===== src/rtl/tone_pkg.sv =====
// -----------------------------------------------------------------------------
// tone_pkg
// Shared definitions for the tone waveform generator: prescale word width,
// clock and phase-resolution constants, the generator state enum and the
// prescale clamp helper used at capture time.
// Tone frequency = CLK_HZ / STEPS_PER_PERIOD / prescale.
// -----------------------------------------------------------------------------
package tone_pkg;

  localparam int PRESCALE_W       = 10;
  localparam int CLK_HZ           = 31_500_000;
  localparam int STEPS_PER_PERIOD = 256;
  localparam int PHASE_W          = $clog2(STEPS_PER_PERIOD);

  typedef enum logic [1:0] {
    IDLE  = 2'd0,
    RUN   = 2'd1,
    DRAIN = 2'd2
  } tone_state_e;

  // Raise too-small prescale words to the minimum supported divide ratio.
  function automatic logic [PRESCALE_W-1:0] clamp_prescale(
    input logic [PRESCALE_W-1:0] ps,
    input logic [PRESCALE_W-1:0] min_ps
  );
    return (ps < min_ps) ? min_ps : ps;
  endfunction

endpackage


===== src/rtl/tone_step_divider.sv =====
// -----------------------------------------------------------------------------
// tone_step_divider
// Clock divider producing one phase-step pulse every `prescale` cycles.
// Ports:
//   clk, resetN   system clock, synchronous active-low reset
//   clear         holds the counter at 0 and suppresses step_tick
//   prescale      divide ratio (terminal count is prescale-1)
//   step_tick     high for the one cycle in which div_cnt == prescale-1
// -----------------------------------------------------------------------------
module tone_step_divider
  import tone_pkg::*;
(
  input  logic                  clk,
  input  logic                  resetN,
  input  logic                  clear,
  input  logic [PRESCALE_W-1:0] prescale,
  output logic                  step_tick
);

  logic [PRESCALE_W-1:0] div_cnt_q, div_cnt_d;
  logic [PRESCALE_W-1:0] last_cnt;

  assign last_cnt  = prescale - PRESCALE_W'(1);
  assign step_tick = !clear && (div_cnt_q == last_cnt);

  // NOTE: every always_comb output gets a default before any branch; a path
  // that leaves it unassigned would infer a latch.
  always_comb begin
    div_cnt_d = div_cnt_q + PRESCALE_W'(1);
    if (clear || step_tick) begin
      div_cnt_d = '0;
    end
  end

  // NOTE: state registers use non-blocking assignment so every flop samples
  // the pre-edge values of the others, independent of statement order.
  always_ff @(posedge clk) begin
    if (!resetN) begin
      div_cnt_q <= '0;
    end else begin
      div_cnt_q <= div_cnt_d;
    end
  end

endmodule


===== src/rtl/tone_wave_generator.sv =====
// -----------------------------------------------------------------------------
// tone_wave_generator
// Consumer side of the tone prescale interface. Divides the 31.5 MHz clock by
// the active prescale word into 256 phase steps per tone period and produces a
// square wave plus a signed sample word for the audio codec path. Note changes
// requested mid-tone are parked and applied only at the 255->0 phase wrap.
//
// Ports:
//   clk, resetN    system clock, synchronous active-low reset
//   enable         sound on (1) / off (0); off drains to the end of the period
//   pre_scale_in   prescale word from the tone decoder
//   load_req       pre_scale_in valid, held by the requester until load_ack
//   load_ack       one-cycle pulse when a word becomes the active prescale
//   step_tick      one-cycle pulse per phase step
//   phase          current phase within the tone period
//   square_out     phase[7] while running, 0 in IDLE
//   sample_out     signed sample, aligned with phase, 0 in IDLE
//   busy           high in RUN and DRAIN
//
// Build option: define TONE_TRIANGLE_EN to shape sample_out as a triangle
// wave; otherwise it is a +/-AMPLITUDE square.
// -----------------------------------------------------------------------------
module tone_wave_generator
  import tone_pkg::*;
#(
  parameter logic [PRESCALE_W-1:0] MIN_PRESCALE = 10'd8,
  parameter logic signed [15:0]    AMPLITUDE    = 16'sd8192
) (
  input  logic                  clk,
  input  logic                  resetN,
  input  logic                  enable,
  input  logic [PRESCALE_W-1:0] pre_scale_in,
  input  logic                  load_req,
  output logic                  load_ack,
  output logic                  step_tick,
  output logic [PHASE_W-1:0]    phase,
  output logic                  square_out,
  output logic signed [15:0]    sample_out,
  output logic                  busy
);

  tone_state_e             state_q, state_d;
  logic [PHASE_W-1:0]      phase_q, phase_d;
  logic [PRESCALE_W-1:0]   active_ps_q, active_ps_d;
  logic [PRESCALE_W-1:0]   pending_ps_q, pending_ps_d;
  logic                    pending_q, pending_d;
  logic                    load_ack_q, load_ack_d;
  logic                    square_q, square_d;
  logic signed [15:0]      sample_q, sample_d;

  logic                    div_clear;
  logic                    wrap;
  logic                    load_take;
  logic [PRESCALE_W-1:0]   load_val;

  tone_step_divider u_divider (
    .clk       (clk),
    .resetN    (resetN),
    .clear     (div_clear),
    .prescale  (active_ps_q),
    .step_tick (step_tick)
  );

`ifdef TONE_TRIANGLE_EN
  // Rising ramp over the first half period, falling ramp over the second.
  function automatic logic signed [15:0] shape_sample(input logic [PHASE_W-1:0] ph);
    int amp;
    int step;
    int lvl;
    amp  = int'(AMPLITUDE);
    step = amp >>> 6;
    if (!ph[PHASE_W-1]) begin
      lvl = -amp + int'(ph) * step;
    end else begin
      lvl = amp - int'(ph[PHASE_W-2:0]) * step;
    end
    if (lvl > amp)  lvl = amp;
    if (lvl < -amp) lvl = -amp;
    return 16'(lvl);
  endfunction
`else
  function automatic logic signed [15:0] shape_sample(input logic [PHASE_W-1:0] ph);
    return ph[PHASE_W-1] ? AMPLITUDE : -AMPLITUDE;
  endfunction
`endif

  assign div_clear = (state_q == IDLE);
  assign wrap      = step_tick && (phase_q == PHASE_W'(STEPS_PER_PERIOD - 1));
  // A request still high during its own ack cycle is the old one; ignore it.
  assign load_take = load_req && !load_ack_q;
  assign load_val  = clamp_prescale(pre_scale_in, MIN_PRESCALE);

  always_comb begin
    state_d      = state_q;
    phase_d      = phase_q;
    active_ps_d  = active_ps_q;
    pending_ps_d = pending_ps_q;
    pending_d    = pending_q;
    load_ack_d   = 1'b0;
    square_d     = 1'b0;
    sample_d     = '0;

    unique case (state_q)
      IDLE:    if (enable) state_d = RUN;
      RUN:     if (!enable) state_d = DRAIN;
      DRAIN: begin
        if (enable)    state_d = RUN;
        else if (wrap) state_d = IDLE;
      end
      default: state_d = IDLE;
    endcase

    if (state_q == IDLE) begin
      phase_d = '0;
    end else if (step_tick) begin
      phase_d = phase_q + PHASE_W'(1);
    end

    // Idle: apply at once. Running: park in pending_ps (newest wins) and apply
    // at the wrap; a request landing on the wrap edge itself is applied directly.
    if (state_q == IDLE) begin
      pending_d = 1'b0;
      if (load_take) begin
        active_ps_d = load_val;
        load_ack_d  = 1'b1;
      end
    end else if (wrap) begin
      if (load_take) begin
        active_ps_d = load_val;
        pending_d   = 1'b0;
        load_ack_d  = 1'b1;
      end else if (pending_q) begin
        active_ps_d = pending_ps_q;
        pending_d   = 1'b0;
        load_ack_d  = 1'b1;
      end
    end else if (load_take) begin
      pending_ps_d = load_val;
      pending_d    = 1'b1;
    end

    // Registered from the next phase so outputs line up with phase.
    if (state_d != IDLE) begin
      square_d = phase_d[PHASE_W-1];
      sample_d = shape_sample(phase_d);
    end
  end

  always_ff @(posedge clk) begin
    if (!resetN) begin
      state_q      <= IDLE;
      phase_q      <= '0;
      active_ps_q  <= MIN_PRESCALE;
      pending_ps_q <= MIN_PRESCALE;
      pending_q    <= 1'b0;
      load_ack_q   <= 1'b0;
      square_q     <= 1'b0;
      sample_q     <= '0;
    end else begin
      state_q      <= state_d;
      phase_q      <= phase_d;
      active_ps_q  <= active_ps_d;
      pending_ps_q <= pending_ps_d;
      pending_q    <= pending_d;
      load_ack_q   <= load_ack_d;
      square_q     <= square_d;
      sample_q     <= sample_d;
    end
  end

  assign load_ack   = load_ack_q;
  assign phase      = phase_q;
  assign square_out = square_q;
  assign sample_out = sample_q;
  assign busy       = (state_q != IDLE);

endmodule


===== config.mk =====
export PLATFORM = sky130hd
export DESIGN_NAME = tone_wave_generator
export DESIGN_NICKNAME = d
export VERILOG_FILES = /design/src/rtl/tone_pkg.sv /design/src/rtl/tone_step_divider.sv /design/src/rtl/tone_wave_generator.sv
export SDC_FILE = /design/constraint.sdc
export NUM_CORES = 1
export LEC_CHECK = 0
export CAP_MARGIN = 5
export CORE_MARGIN = 10
export CORE_UTILIZATION = 60
export DETAILED_ROUTE_END_ITERATION = 10
export DONT_BUFFER_PORTS = 1
export GPL_TIMING_DRIVEN = 1
export PLACE_DENSITY = 0.86
export SKIP_CTS_REPAIR_TIMING = 1
export SLEW_MARGIN = 20
export SYNTH_ARGS = -nofsm -noshare
export SYNTH_HDL_FRONTEND = slang
export SYNTH_HIERARCHICAL = 1
export SYNTH_SLANG_ARGS = --single-unit

===== constraint.sdc =====
create_clock -name clk -period 3.17 [get_ports clk]
set_input_delay 0.317 -clock clk [delete_from_list [all_inputs] [get_ports clk]]
set_output_delay 0.317 -clock clk [all_outputs]
set_load 0.05 [all_outputs]

# Word level (Yosys, flattened, before mapping)
# Index checks and enable logic that the tools add are counted.
[word_totals]
regBits = 59
inputBits = 14
out_inout_bits = 28
elab_cells = 58
[classes]
n_addsub = 3
n_lt_le_gt_ge = 1
n_eq_ne = 5
n_mux = 19
n_bitwise = 3
reduce_logical = 17
[op_table]
columns = ["cell", "count"]
rows = [
  ["2-to-1 mux 10 bit", 6],
  ["2-to-1 mux 16 bit", 1],
  ["2-to-1 mux 8 bit", 2],
  ["adder 10 x 1 -> 10 bit (second input constant)", 1],
  ["== test 10 bit", 1],
  ["less-than comparator 10 x 4 -> 1 bit (second input constant)", 1],
  ["subtractor 10 x 1 -> 10 bit (second input constant)", 1],
  ["adder 8 x 1 -> 8 bit (second input constant)", 1],
  ["== test 8 bit (second input constant)", 1],
  ["2-to-1 mux 2 bit", 4],
  ["nonzero test 2 bit", 4],
  ["case mux 2 bit (3 select lines)", 1],
  ["AND reduction 3 bit", 2],
  ["2-to-1 mux 1 bit", 5],
  ["OR reduction 2 bit", 2],
  ["logical AND 1 bit", 3],
  ["inverter 1 bit", 3],
  ["OR reduction 3 bit", 1],
  ["== test 2 x 1 -> 1 bit (second input constant)", 1],
  ["== test 2 bit (second input constant)", 1],
  ["logical NOT 1 bit", 2],
  ["logical NOT 2 bit", 1],
  ["inequality test 2 bit (second input constant)", 1],
  ["AND reduction 2 bit", 1],
  ["logical OR 1 bit", 1],
]

# Logic depth before layout (Yosys ltp)
# Gate-level depths: netlist (run 1).
[logic_depth]
ltp_word = 9
ltp_mapped = 13
ltp_nobuf = 12

# Modules after synthesis
# The synthesis (run 1) kept the hierarchy.
[modules_own_cells]
columns = ["mod", "instances", "cells_per_inst", "area_per_inst_um2", "seq_area_each_um2"]
rows = [
  ["tone_wave_generator", 1, 187, 1579.0, 700.7],
  ["tone_step_divider", 1, 101, 820.8, 200.2],
]

# Least setup slack after synthesis (run 1)
# No wires, ideal clock.
[synth_path]
path_kind = "register to register"
startpoint = "register active_ps_q[0]"
endpoint = "register sample_q[14], in the netlist sample_out[14]"
setup_ps = 131
t_arrival_ps = 3577
required_time_ps = 3039
setup_slack_ps = -538
stages_incl_launch_ff = 13
path_buffers = 0
synth_period_minus_slack_ps = 3708
cell_sequence = "dfxtp_1 -> inv_1 -> ha_1 -> nor2b_1 -> o21a_1 -> nor3_1 -> o31ai_2 -> a221oi_2 -> nor2b_1 -> nand4_1 -> o21a_1 -> o311ai_1 -> nor2_1"
[synth_between]
elab_chain_cells = 9
[synth_lines]
columns = ["item", "line_no", "source"]
rows = [
  ["start, declared", "tone_wave_generator.sv:44", "logic [PRESCALE_W-1:0] active_ps_q, active_ps_d;"],
  ["start signal, assigned", "tone_wave_generator.sv:162", "active_ps_q <= active_ps_d;"],
  ["subtractor 10 x 1 -> 10 bit (*)", "tone_step_divider.sv:23", "assign last_cnt = prescale - PRESCALE_W'(1);"],
  ["== test 10 bit (*)", "tone_step_divider.sv:24", "assign step_tick = !clear && (div_cnt_q == last_cnt);"],
  ["logical AND 1 bit (*)", "tone_step_divider.sv:24", ""],
  ["named net step_tick", "tone_wave_generator.sv:35", "output logic step_tick,"],
  ["logical AND 1 bit", "tone_wave_generator.sv:88", "assign wrap = step_tick && (phase_q == PHASE_W'(STEPS_PER_PERIOD - 1));"],
  ["2-to-1 mux 2 bit", "tone_wave_generator.sv:108", "else if (wrap) state_d = IDLE;"],
  ["2-to-1 mux 2 bit", "tone_wave_generator.sv:107", "if (enable) state_d = RUN;"],
  ["case mux 2 bit (3 select lines)", "tone_wave_generator.sv:103", "unique case (state_q)"],
  ["nonzero test 2 bit", "tone_wave_generator.sv:143", "if (state_d != IDLE) begin"],
  ["AND reduction 2 bit (no source line)", "--", ""],
  ["end signal, assigned", "tone_wave_generator.sv:167", "sample_q <= sample_d;"],
  ["end, declared", "tone_wave_generator.sv:49", "logic signed [15:0] sample_q, sample_d;"],
]
# Mark *: on every way through the listed nets, which the timed path passes. The rest lies on a longest branch.
# A chain may end at the register's enable or synchronous reset.

# Final worst setup path (run 1)
[layout_path]
startpoint = "register active_ps_q[1]"
endpoint = "register square_q, in the netlist square_out"
[layout_between]
elab_chain_cells = 9
[layout_lines]
columns = ["item", "line_no", "source"]
rows = [
  ["subtractor 10 x 1 -> 10 bit (*)", "tone_step_divider.sv:23", ""],
  ["== test 10 bit (*)", "tone_step_divider.sv:24", ""],
  ["logical AND 1 bit (*)", "tone_step_divider.sv:24", ""],
  ["logical AND 1 bit", "tone_wave_generator.sv:88", ""],
  ["2-to-1 mux 2 bit", "tone_wave_generator.sv:108", ""],
  ["2-to-1 mux 2 bit", "tone_wave_generator.sv:107", ""],
  ["case mux 2 bit (3 select lines)", "tone_wave_generator.sv:103", ""],
  ["nonzero test 2 bit", "tone_wave_generator.sv:143", ""],
  ["AND reduction 2 bit (no source line)", "--", ""],
  ["end signal, assigned", "tone_wave_generator.sv:166", "square_q <= square_d;"],
  ["end, declared", "tone_wave_generator.sv:48", "logic square_q, square_d;"],
]
# Every way passes the cells marked *; elsewhere a longest branch is shown, timed or not.

==> metrics.yaml, run 1 <==
run_status:
  status: "finished, final reports clean"
finish:
  layout.nets: 304
  final_common_cell: "dfxtp_1"
  area_growth_pct: 4.74
  instances_no_fill: 336
  postLayoutCoreUtil_pct: 66.7
  final_layout_size_suffix_gt1_share_pct: 9.03
  nFillCells: 308
  mostFrequentLayoutCells: "dfxtp_1, nand2_1, nor2_1, a21oi_1, xnor2_1"
  num_antenna_cells: 0
synth:
  yosys.cell_types.count: 49
  post_synth.cell_area_avg_um2: 8.33
  synth_top_family_by_area: "simple AND/OR/NAND/NOR gates"
  synthArstFlopShare_pct: 0
  netlist_area_mm2: 0.00240
  synth_mux_area_share_pct: 0.834
  ys.warnings.count: 6
  synth-seq-area-share_pct: 37.5
  synth_seq_cells: 45
  synthXorXnorAreaFrac_pct: 9.85
  synth_compound_area_share_pct: 15.8
  synth-edff-count: 0
  synth_simple_gate_area_share_pct: 25.7
  syn_inst: 288
  ys.flop_type: "dfxtp_1"
  synth-adder-area-share_pct: 1.56
detailed_routing:
  detail_route.wirelength_um: 4930
  drtIter0Drc: 121
  routed_via_density: 5.79
  ant_nets: 0
  post_drt_wl_per_cell_um: 14.7
  dr.pass1.iters: 4
  vias: 1947
  drc: 0
timing:
  fmax_mhz: 346
  finalHoldViolations: 0
  setup_viol: 0
  period_minus_slack_ns: 2.89
  slew_headroom_pct: 37.2
  fin_crit_sh_pct: 91.1
  tightestPinTransition_ns: 0.941
  drv_slew: 0
  fin_skew_ns: 0.00660
  whs_ns: 0.0868
  fin_ws_ns: 0.281
clocking:
  cts_tree: "yes"
  cts.htree.levels: 2
  clock_latency_ns: 0.29
  cts_made_buffers: 5
  clk_pin_slew_worst_paths_ns: 0.08
  cts_sinks: 45
  cts_root_buf: "clkbuf_8"
  ctsLongestPathBuffers: 2
critical_path:
  cp-end-kind: "flop"
  critPathRequiredTime_ns: 3.41
  start_kind: "flop"
  cp.arrival_ns: 3.13
  critical_path_class: "flop to flop"
  critical_path.max_fanout: 5
  reg2reg_slack_ns: 0.28
grt:
  grt_max_degree: 21
  grt_overflow: 0
  grt_pass1_wl_um: 8530
  antenna_found_initial: 0
  grt_pass1_vias: 1859
  grt_util_all_layers_pct: 14.0
power:
  power_density_mw_per_mm2: 504
  power_leakage_uw: 0.000910
  peakVddDrop_v: 0.000363
  p_total_uw: 1270
floorplan:
  die_area_mm2: 0.00693
  start_util_pct: 63.6
  die_w_um: 83.2
  rows: 22
  fp.coreArea_mm2: 0.00377
  num_io_pins: 42
  die_y_um: 83.2
place:
  port_buffers: 0
  place.gp.congestion: 0.805
  hpwl_um: 3680
  pre_cts_ws_ns: 0.137
  dpl.cell_count: 327
run:
  cap_violations: 0
min_path:
  hold_path_class: "primary input to flop"
-- critical path: stages, from the launching register on --
cell and delay, ns:
dfxtp_1 0.35, inv_1 0.06, ha_1 0.18, nand2b_1 0.15, nor4_1 0.29, a22o_1 0.17
a41oi_1 0.06, a221oi_2 0.32, nor2b_4 0.20, nand4_1 0.20, or3_1 0.41, a21oi_1 0.28
nor2b_1 0.16
-- flip-flops by register name (all words and copies together), names as in the netlist --
register / count
square_out: 1
u_divider/div_cnt_q: 10
state_q: 2
load_ack: 1
phase: 8
pending_ps_q: 10
sample_out: 2
active_ps_q: 10
pending_q: 1
-- power by group --
group	internal (µW)	switching [µW]	total (µW)	leakage [µW]
Combinational	70.6	125	196	0.000485
Clock	257	185	442	0.0000585
Sequential	588	40.8	628	0.000367
-- through the flow --
stage               setup TNS (ns)  instance area (µm²)
floorplan                        0                 2450
global placement                 0                 2370
detailed placement               0                 2370
CTS                              0                 2490
global route              -0.00531                 2510
finish                           0                 2510
-- cell type report --
class | count | area, µm² | share of cell area (%)
Multi-Input combinational cell | 222 | 1360 | 54.1
Sequential cell | 45 | 902 | 35.9
Clock buffer | 7 | 86.3 | 3.43
Tap cell | 48 | 60.1 | 2.39
Timing Repair Buffer | 7 | 52.6 | 2.09
Clock inverter | 1 | 30.0 | 1.19
Inverter | 6 | 22.5 | 0.896
-- cells in the mapped netlist (7+ instances only) --
cell type | instances | area share (%)
a21oi_1 | 23 | 4.8
a311oi_1 | 9 | 3.3
buf_4 | 17 | 5.3
dfxtp_1 | 45 | 38
nand2_1 | 42 | 6.6
nand3_1 | 9 | 1.9
nand4_1 | 7 | 1.8
nor2_1 | 23 | 3.6
nor3_1 | 7 | 1.5
o21ai_0 | 9 | 1.9
xnor2_1 | 20 | 7.3
xor2_1 | 7 | 2.6
-- path summary, 6_finish.rpt --
| check | startpoint | endpoint | depth (start not counted) |
|---|---|---|---|
| max | active_ps_q[1] | square_out | 12 |
| min | enable | state_q[1] | 1 |
| max reg2reg | active_ps_q[1] | square_out | 12 |
| min reg2reg | pending_ps_q[8] | pending_ps_q[8] | 2 |
-- routing by layer --
layer  vias to the layer above  wire [µm]  track usage [%]
met1                       903       2090             16.6
li1                        971          -                -
met5                         -          0                0
met3                         4        384             4.49
met2                        69       2410             23.0
met4                         0         48             4.77
-- cells by family after synthesis --
family                   count (synthesis)
multiplexers                             2
AND/OR/NAND/NOR                        120
adder cells (fa/ha/maj)                  3
other                                    1
XOR/XNOR                                27
AO/OA/AOI/OAI                           57
buffers and inverters                   33
flip-flops                              45
(Power assumes the default switching activity.)
==> inputs of run 2 (changes only) <==
==> constraint.sdc (replaced) <==
create_clock -name clk -period 3.4 [get_ports clk]
set_input_delay 0.34 -clock clk [delete_from_list [all_inputs] [get_ports clk]]
set_output_delay 0.34 -clock clk [all_outputs]
set_load 0.05 [all_outputs]
==> run 2 against run 1 <==
  * Sequential share of layout area rose by 0.57 points
  * Non-clock buffer count fell by 3
  * Sequential power fell by 6.8%
  * Critical endpoint is now active_ps_q[8]
  * Clock power fell by 7.0%
==> metrics.yaml, run 2 (synthesis results as in run 1) <==
timing:
  fin_skew_ns: 0.00522  # -0.00138 ns
  setup_tns_ns: 0  # unchanged
  period_minus_slack_ns: 3.07  # +0.180 ns
  rsz0062_at_grt: "false"
  fmax_mhz: 326  # -5.9%
  tightestPinTransition_ns: 0.940  # -0.00129 ns
  slew_headroom_pct: 37.2  # +0.086 points
  setup_viol: 0  # unchanged
  finalHoldViolations: 0  # unchanged
  fin_crit_sh_pct: 90.3  # -0.87 points
  drv_slew: 0  # unchanged
critical_path:
  cpPeakStageDelay_ns: 0.38  # -0.03 ns
  path_buf_inv: 1  # unchanged
  cp_top_family: "simple AND/OR/NAND/NOR gates"
  start_kind: "flop"
  cp.depth: 12  # unchanged
  critical_path.max_fanout: 10  # +5
  critPathRequiredTime_ns: 3.55  # +0.14 ns
  cp-end-kind: "flop"
  crit_path_top_delay_cell: "and2_1"
  critical_path.cell_chain: "inv_1, ha_1, nand2b_1, nor4_1, a22o_1, a41oi_1, a221oi_2, nor2b_2, nand4_1, o21ai_1, and2_1, a311oi_1"
  cp.arrival_ns: 3.22  # +0.09 ns
  critical_path_class: "flop to flop"
  r2r_cells: 12  # unchanged
finish:
  postLayoutCoreUtil_pct: 65.5  # -1.1 points
  reg_top3: "active_ps_q x10, pending_ps_q x10, u_divider/div_cnt_q x10"
  area_growth_pct: 2.97
  mostFrequentLayoutCells: "dfxtp_1, nand2_1, nor2_1, a21oi_1, xnor2_1"
  final_layout_size_suffix_gt1_share_pct: 7.02  # -2.0 points
  layout.nets: 301  # -0.99%
  num_antenna_cells: 0  # unchanged
  final_common_cell: "dfxtp_1"
floorplan:
  fp.coreArea_mm2: 0.00377  # unchanged
  start_util_pct: 63.6  # unchanged
  die_area_mm2: 0.00693  # unchanged
  die_y_um: 83.2  # unchanged
  die_w_um: 83.2  # unchanged
  num_io_pins: 42  # unchanged
  rows: 22  # unchanged
clocking:
  cts_sinks: 45  # unchanged
  cts_made_buffers: 5  # unchanged
  cts.htree.levels: 2  # unchanged
  cts_root_buf: "clkbuf_8"
  cts_tree: "yes"
  ctsLongestPathBuffers: 2  # unchanged
  clock_latency_ns: 0.29  # about the same
  clk_pin_slew_worst_paths_ns: 0.08  # about the same
grt:
  met3_usage_pct: 4.20  # -0.29 points
  busiest_layer: "met2"
  grt_pass1_vias: 1802  # -3.1%
  grt_max_degree: 21  # unchanged
  antenna_found_initial: 0  # unchanged
  grt_overflow: 0  # unchanged
  grt_util_all_layers_pct: 13.7  # -0.27 points
  grt_use_met2_pct: 22.8  # -0.14 points
  grt_pass1_wl_um: 8310  # -2.5%
  grtUsageMet1_pct: 16.1  # -0.54 points
detailed_routing:
  drc: 0  # unchanged
  detail_route.wirelength_um: 4710  # -4.5%
  post_drt_wl_per_cell_um: 14.1  # -3.7%
  drtIter0Drc: 119  # -1.7%
  routed_via_density: 5.63  # -2.8%
  vias: 1875  # -3.7%
  ant_nets: 0  # unchanged
  dr.pass1.iters: 4  # unchanged
min_path:
  hold_path_class: "primary input to flop"
  whs_path_depth: 1  # unchanged
power:
  peakVddDrop_v: 0.000317  # -13%
  power_leakage_uw: 0.000891  # -2.1%
  power_density_mw_per_mm2: 475  # -5.6%
place:
  port_buffers: 0  # unchanged
  hpwl_um: 3580  # -2.6%
  place.gp.congestion: 0.825  # +2.5%
run:
  cap_violations: 0  # unchanged
run_status:
  status: "finished, final reports clean"
-- run 2: power breakdown --
part / total (µW) / internal [µW] / switching (µW)
Clock: 411 / 240 / 171
Sequential: 585 / 548 / 37.2
Combinational: 179 / 63.8 / 116
-- run 2: cell type report --
class | count | area, µm²
fillers | 311 | 1300
clock inverters | 1 | 30.0
repair buffers | 4 | 30.0
well taps | 48 | 60.1
multi-input cells | 222 | 1340
flip-flops and latches | 45 | 901
inverters | 6 | 22.5
clock buffers | 7 | 86.3
-- run 2: stage by stage --
step | total power, µW | cells | worst slack [ns] | area (µm²) | hold slack, ns
floorplan | 768 | 300 | 0.118 | 2450 | 0.416
global placement | 771 | 325 | 0.497 | 2350 | 0.419
detailed placement | 775 | 325 | 0.353 | 2350 | 0.425
CTS | 1180 | 333 | 0.342 | 2470 | 0.107
global route | 1230 | 333 | 0.0885 | 2470 | 0.104
finish | 1170 | 333 | 0.331 | 2470 | 0.119
-- run 2: per-layer routing --
metal	wire length (µm)	share of wire, %	vias up
li1	-	-	967
met1	2140	45	863
met2	2300	49	41
met3	239	5.1	4
met4	29	0.62	0
met5	0	0	-
-- run 2: worst paths after layout --
check	from	to	slack (ns)
max	active_ps_q[0]	active_ps_q[8]	0.33
min	enable	state_q[1]	0.12
max reg2reg	active_ps_q[0]	active_ps_q[8]	0.33
min reg2reg	pending_ps_q[5]	pending_ps_q[5]	0.46
